[src/rtl/div.sv]
// Multi-cycle radix-2 restoring divider (signed/unsigned) with annul support.
// Optional early-out for |dividend| < |divisor| enabled by DIV_EARLY_OUT_EN.
module div #(
  parameter int unsigned DATA_W = 32,
  parameter int unsigned CNT_W  = 6
) (
  input  logic                  clk,
  input  logic                  rst,
  input  logic                  signed_div_i,
  input  logic [DATA_W-1:0]     opdata1_i,
  input  logic [DATA_W-1:0]     opdata2_i,
  input  logic                  start_i,
  input  logic                  annul_i,
  output logic [2*DATA_W-1:0]   result_o,
  output logic                  ready_o
);

  typedef enum logic [1:0] {FREE, BYZERO, ON, END} state_t;

  localparam logic [CNT_W-1:0] ITER_LAST = CNT_W'(DATA_W);

  state_t              state_q, state_d;
  logic [CNT_W-1:0]    cnt_q, cnt_d;
  logic                signed_q, signed_d;
  logic                sign1_q, sign1_d;
  logic                sign2_q, sign2_d;
  logic [DATA_W-1:0]   dividend_q, dividend_d;
  logic [DATA_W-1:0]   divisor_q, divisor_d;
  logic [DATA_W-1:0]   rem_q, rem_d;
  logic [2*DATA_W-1:0] result_d;
  logic                ready_d;
`ifdef DIV_EARLY_OUT_EN
  logic                early_q, early_d;
`endif

  logic                op1_neg_c, op2_neg_c;
  logic [DATA_W-1:0]   mag1_c, mag2_c;
  logic [DATA_W:0]     partial_c, diff_c;
  logic [DATA_W-1:0]   quo_fix_c, rem_fix_c;

  // Operand magnitudes at acceptance
  assign op1_neg_c = signed_div_i & opdata1_i[DATA_W-1];
  assign op2_neg_c = signed_div_i & opdata2_i[DATA_W-1];
  assign mag1_c    = op1_neg_c ? -opdata1_i : opdata1_i;
  assign mag2_c    = op2_neg_c ? -opdata2_i : opdata2_i;

  // One restoring step: dividend_q shifts out MSB-first while quotient bits shift in
  assign partial_c = {rem_q, dividend_q[DATA_W-1]};
  assign diff_c    = partial_c - {1'b0, divisor_q};

  // Sign fix-up: quotient sign is sign1^sign2, remainder follows the dividend
  assign quo_fix_c = (signed_q && (sign1_q ^ sign2_q)) ? -dividend_q : dividend_q;
  assign rem_fix_c = (signed_q && sign1_q) ? -rem_q : rem_q;

  always_comb begin
    state_d    = state_q;
    cnt_d      = cnt_q;
    signed_d   = signed_q;
    sign1_d    = sign1_q;
    sign2_d    = sign2_q;
    dividend_d = dividend_q;
    divisor_d  = divisor_q;
    rem_d      = rem_q;
    result_d   = result_o;
    ready_d    = ready_o;
`ifdef DIV_EARLY_OUT_EN
    early_d    = early_q;
`endif
    case (state_q)
      FREE: begin
        ready_d  = 1'b0;
        result_d = '0;
        if (start_i && !annul_i) begin
          signed_d   = signed_div_i;
          sign1_d    = op1_neg_c;
          sign2_d    = op2_neg_c;
          dividend_d = mag1_c;
          divisor_d  = mag2_c;
          rem_d      = '0;
          cnt_d      = '0;
`ifdef DIV_EARLY_OUT_EN
          early_d    = 1'b0;
          if (opdata2_i == '0) begin
            state_d = BYZERO;
          end else if (mag1_c < mag2_c) begin
            early_d = 1'b1;
            state_d = BYZERO;
          end else begin
            state_d = ON;
          end
`else
          if (opdata2_i == '0) state_d = BYZERO;
          else                 state_d = ON;
`endif
        end
      end
      BYZERO: begin
        // Single-cycle completion: divide-by-zero, or early-out when enabled
        state_d = END;
        ready_d = 1'b1;
`ifdef DIV_EARLY_OUT_EN
        if (early_q) result_d = {(sign1_q ? -dividend_q : dividend_q), {DATA_W{1'b0}}};
        else         result_d = '0;
`else
        result_d = '0;
`endif
      end
      ON: begin
        if (annul_i) begin
          state_d = FREE;
          cnt_d   = '0;
        end else if (cnt_q < ITER_LAST) begin
          rem_d      = diff_c[DATA_W] ? partial_c[DATA_W-1:0] : diff_c[DATA_W-1:0];
          dividend_d = {dividend_q[DATA_W-2:0], ~diff_c[DATA_W]};
          cnt_d      = cnt_q + CNT_W'(1);
        end else begin
          result_d = {rem_fix_c, quo_fix_c};
          ready_d  = 1'b1;
          state_d  = END;
        end
      end
      END: begin
        if (!start_i || annul_i) begin
          state_d  = FREE;
          ready_d  = 1'b0;
          result_d = '0;
        end
      end
      default: state_d = FREE;
    endcase
  end

  always_ff @(posedge clk) begin
    if (rst) begin
      state_q    <= FREE;
      cnt_q      <= '0;
      signed_q   <= 1'b0;
      sign1_q    <= 1'b0;
      sign2_q    <= 1'b0;
      dividend_q <= '0;
      divisor_q  <= '0;
      rem_q      <= '0;
      result_o   <= '0;
      ready_o    <= 1'b0;
`ifdef DIV_EARLY_OUT_EN
      early_q    <= 1'b0;
`endif
    end else begin
      state_q    <= state_d;
      cnt_q      <= cnt_d;
      signed_q   <= signed_d;
      sign1_q    <= sign1_d;
      sign2_q    <= sign2_d;
      dividend_q <= dividend_d;
      divisor_q  <= divisor_d;
      rem_q      <= rem_d;
      result_o   <= result_d;
      ready_o    <= ready_d;
`ifdef DIV_EARLY_OUT_EN
      early_q    <= early_d;
`endif
    end
  end

endmodule

[config.mk]
export PLATFORM = sky130hd
export DESIGN_NAME = div
export DESIGN_NICKNAME = d
export VERILOG_FILES = /design/src/rtl/div.sv
export SDC_FILE = /design/constraint.sdc
export NUM_CORES = 1
export LEC_CHECK = 0
export ABC_AREA = 1
export ABC_CLOCK_PERIOD_IN_PS = 2150
export BUFFER_PORTS_ARGS = -buffer_cell sky130_fd_sc_hd__buf_2
export CORE_ASPECT_RATIO = 1.4
export CORE_UTILIZATION = 55
export CTS_CLUSTER_DIAMETER = 30
export CTS_CLUSTER_SIZE = 14
export DETAILED_ROUTE_END_ITERATION = 10
export PLACE_DENSITY = 0.87
export SLEW_MARGIN = 20
export SYNTH_ARGS = -nofsm -noshare
export SYNTH_HDL_FRONTEND = slang
export SYNTH_SLANG_ARGS = --single-unit
[constraint.sdc]
create_clock -name clk -period 2.15 [get_ports clk]
set_clock_uncertainty 0.15 [all_clocks]
set_input_delay 0.43 -clock clk [delete_from_list [all_inputs] [get_ports clk]]
set_output_delay 0.43 -clock clk [all_outputs]
set_load 0.02 [all_outputs]
==> run summary <==
Status: finished, violations left
Failing checks: negative setup slack
Setup TNS Final: -12.39 ns
ANT nets after route: 0
Layout Utilization: 0.745
GR Overflow Total: 0
DP Area: 15100 um^2
Dpl hpwl: 35600 um
Largest net degree at the start of global routing: 89
Vias/cell: 5.92
Max Root-Sink Buffers: 2
Final non-filler cell total: 2680
Min-Delay Path Depth: 4
DRT Pass-1 Iters: 6
Asr flop ratio synth: 0
Worst-path clk slew: 0.08 ns
Via count: 15865
Final number of setup-violating endpoints: 62
Drt total wl: 51700 um
Ys flop type: dfxtp_1
Initial antenna violation count: 1
Worst Hold End: divisor_q[24]
Yosys cell types: 54
First DRT Iteration DRCs: 1546
Internal: 8.79 mW
Area contributors post-synth: dfxtp_1 (27%), nand2_1 (16%), a21oi_1 (9.7%)
Unrepaired setup endpoints after global routing: yes
CP Max Fanout: 6
Synth warn: 0
Synth area leader: dfxtp_1
WHS: 0.148 ns
Clock power frac: 0.191
Reg2Reg Setup Slack: -0.51 ns
Net Count, Synth: 2175
Share of cells above drive strength 1: 0.267
CTS tree: yes
Post-synthesis sequential area ratio: 0.272
Root buf cell: clkbuf_16
Critical Path AT: 2.87 ns
Filler Cells Inserted: 1714
Mean routed wirelength per cell: 19.3 um
Sw Share: 0.483
Worst Reg-to-Reg Cells: 15
CP endpoint kind: flop
Final Max Tran Viols: 0
Tmin final: 2.66 ns
Synthesized cell area: 12600 um^2
TritonCTS Buffers: 17
Pwr Total: 17.0 mW
Max_slew headroom: 0.574
Worst-margin pin slew: 0.638 ns
Residual DRC: 0
Total Routing Usage GR: 0.407
Pre-CTS setup slack: -0.301 ns
Number of flops mapped to enable cells by yosys: 0
Core Area: 22500 um^2
Combinational power share: 0.555
CP startpoint: rem_q[10]
HP Class: primary input to flop
Share of Yosys cell area claimed by the top area cell type: 0.272
Syn Inst Count: 2064
GPL Wtd Cong: 1.04
CP Launch Type: flop
Die height: 181 um
HP Start: opdata2_i[24]
Area growth syn-to-layout: 32.6%
Worst flop-to-flop path endpoint: rem_q[10]
Final Hold Fails: 0
Fmax: 376 MHz
IO Count: 134
Peak supply drop: 0.768 mV
Worst r2r src: rem_q[10]
Crit Path Class: flop to flop
Row cnt: 65
H-Tree Depth: 4
Clk sink count: 172
Placed Cells: 2624
Switch Pwr: 8.22 mW
Starting density of the core: 0.561
Req. time, crit path: 2.36 ns
Vias in the first global route: 14637
Post-route design area: 16800 um^2
Total die area: 23600 um^2
Sequential share of power: 0.254
Clk_lat worst skew: 0.46 ns
Synthesis-stage register bit count: 172
I/O Buffers: 133
Die span in x: 130 um
Max-Cap Viols: 0
# nets final: 2476
PwrDens: 1010 nW/um^2
First-pass GRT wire length: 73600 um
Syn Area/Cell: 6.13 um^2
Leakage: 8.23 nW
Final period util: 1.24
PnR worst setup slack: -0.507 ns
==> worst max path at each step <==
stage | to | slack, ns | cells after the start
global route | rem_q[10] | -0.56 | 15
finish | rem_q[10] | -0.51 | 15
floorplan | rem_q[16] | -0.08 | 18
CTS | rem_q[1] | -0.23 | 19
detailed placement | divisor_q[26] | -0.30 | 13
global placement | divisor_q[26] | -0.26 | 13
==> registers in the layout, summed over array words and instances (netlist names) <==
name / count
sign1_q: 1
divisor_q: 32
rem_q: 32
result_o: 64
signed_q: 1
state_q: 2
dividend_q: 32
sign2_q: 1
cnt_q: 6
ready_o: 1
==> critical path, cell delays in order (launching register included) <==
cell and delay [ns]:
dfxtp_1 0.51, ha_1 0.35, nand2_2 0.10, inv_2 0.05, nand2_1 0.06, nand2_1 0.09
a21oi_2 0.19, nand2_4 0.09, nand2_8 0.10, nand2_8 0.07, nand2_4 0.09, nand2_8 0.11
buf_12 0.17, nand2_1 0.07, nand3_1 0.09, a21oi_1 0.26
==> synth_stat cells, drive strengths merged (8+ instances only) <==
library cell and n:
clkbuf 47, nand4 26, o21ai 109, nor3 32, nor4 8, xor2 42, o211ai 16, xnor2 19
nor2 174, dfxtp 172, inv 291, buf 28, nand2 581, nand3 169, ha 41, a21oi 254
==> power by group through the flow <==
stage,clock [mW],sequential [mW],combinational [mW]
floorplan,0,4.09,5.00
global placement,0,4.20,7.60
detailed placement,0,4.23,7.75
CTS,3.20,4.17,7.90
global route,3.36,4.35,10.1
finish,3.25,4.32,9.44
==> timing repair <==
action / in CTS / in global routing
pin swaps: 5 / 41
setup endpoints to repair: 37 / 115
setup buffers: 2 / 14
cloned: 1 / 6
resized for setup: 12 / 167
hold endpoints to repair: 0 / 0
hold buffers: 0 / 0
==> per-layer routing <==
layer	up-vias	global-route usage	share of wire	routed length (um)
met1	7232	0.407	0.33	17100
met5	-	0	0	0
met2	977	0.683	0.47	24300
li1	7289	-	-	-
met3	367	0.110	0.093	4810
met4	0	0.357	0.11	5440
==> final cells by class <==
type,count,area (um^2),area share
Antenna cell,1,2.50,0.000149
Clock buffer,19,443,0.0264
Clock inverter,13,150,0.00895
Inverter,293,1100,0.0659
Multi-Input combinational cell,1524,8560,0.510
Sequential cell,172,3460,0.206
Tap cell,301,377,0.0224
Timing Repair Buffer,357,2680,0.160
==> placed cells by master (no fill, tap or decap), types with 16 or more instances in the layout <==
| cell type | count |
|---|---|
| nand3_1 | 124 |
| nand4_1 | 26 |
| a21oi_1 | 217 |
| inv_2 | 26 |
| nand2_1 | 507 |
| o211ai_1 | 16 |
| ha_1 | 27 |
| clkbuf_16 | 22 |
| buf_2 | 132 |
| nor2_1 | 161 |
| buf_4 | 200 |
| nor3_1 | 20 |
| nand2_2 | 60 |
| o21ai_0 | 90 |
| inv_1 | 263 |
| xor2_1 | 42 |
| nand3_2 | 35 |
| a21oi_2 | 34 |
| xnor2_1 | 19 |
| dfxtp_1 | 163 |
==> logic make-up (layout without fill, tap and decap cells) <==
group / count (synthesis) / in the layout / synth area share
AOI/OAI and AO/OA: 413 / 413 / 0.179
xor gates and xnor gates: 61 / 61 / 0.0422
adders and majority gates: 42 / 42 / 0.0421
buffers and inverters: 368 / 682 / 0.115
DFF: 172 / 172 / 0.272
other: 0 / 1 / 0
and+or+nand+nor: 1008 / 1008 / 0.349
Power figures use the tool's default switching activity.
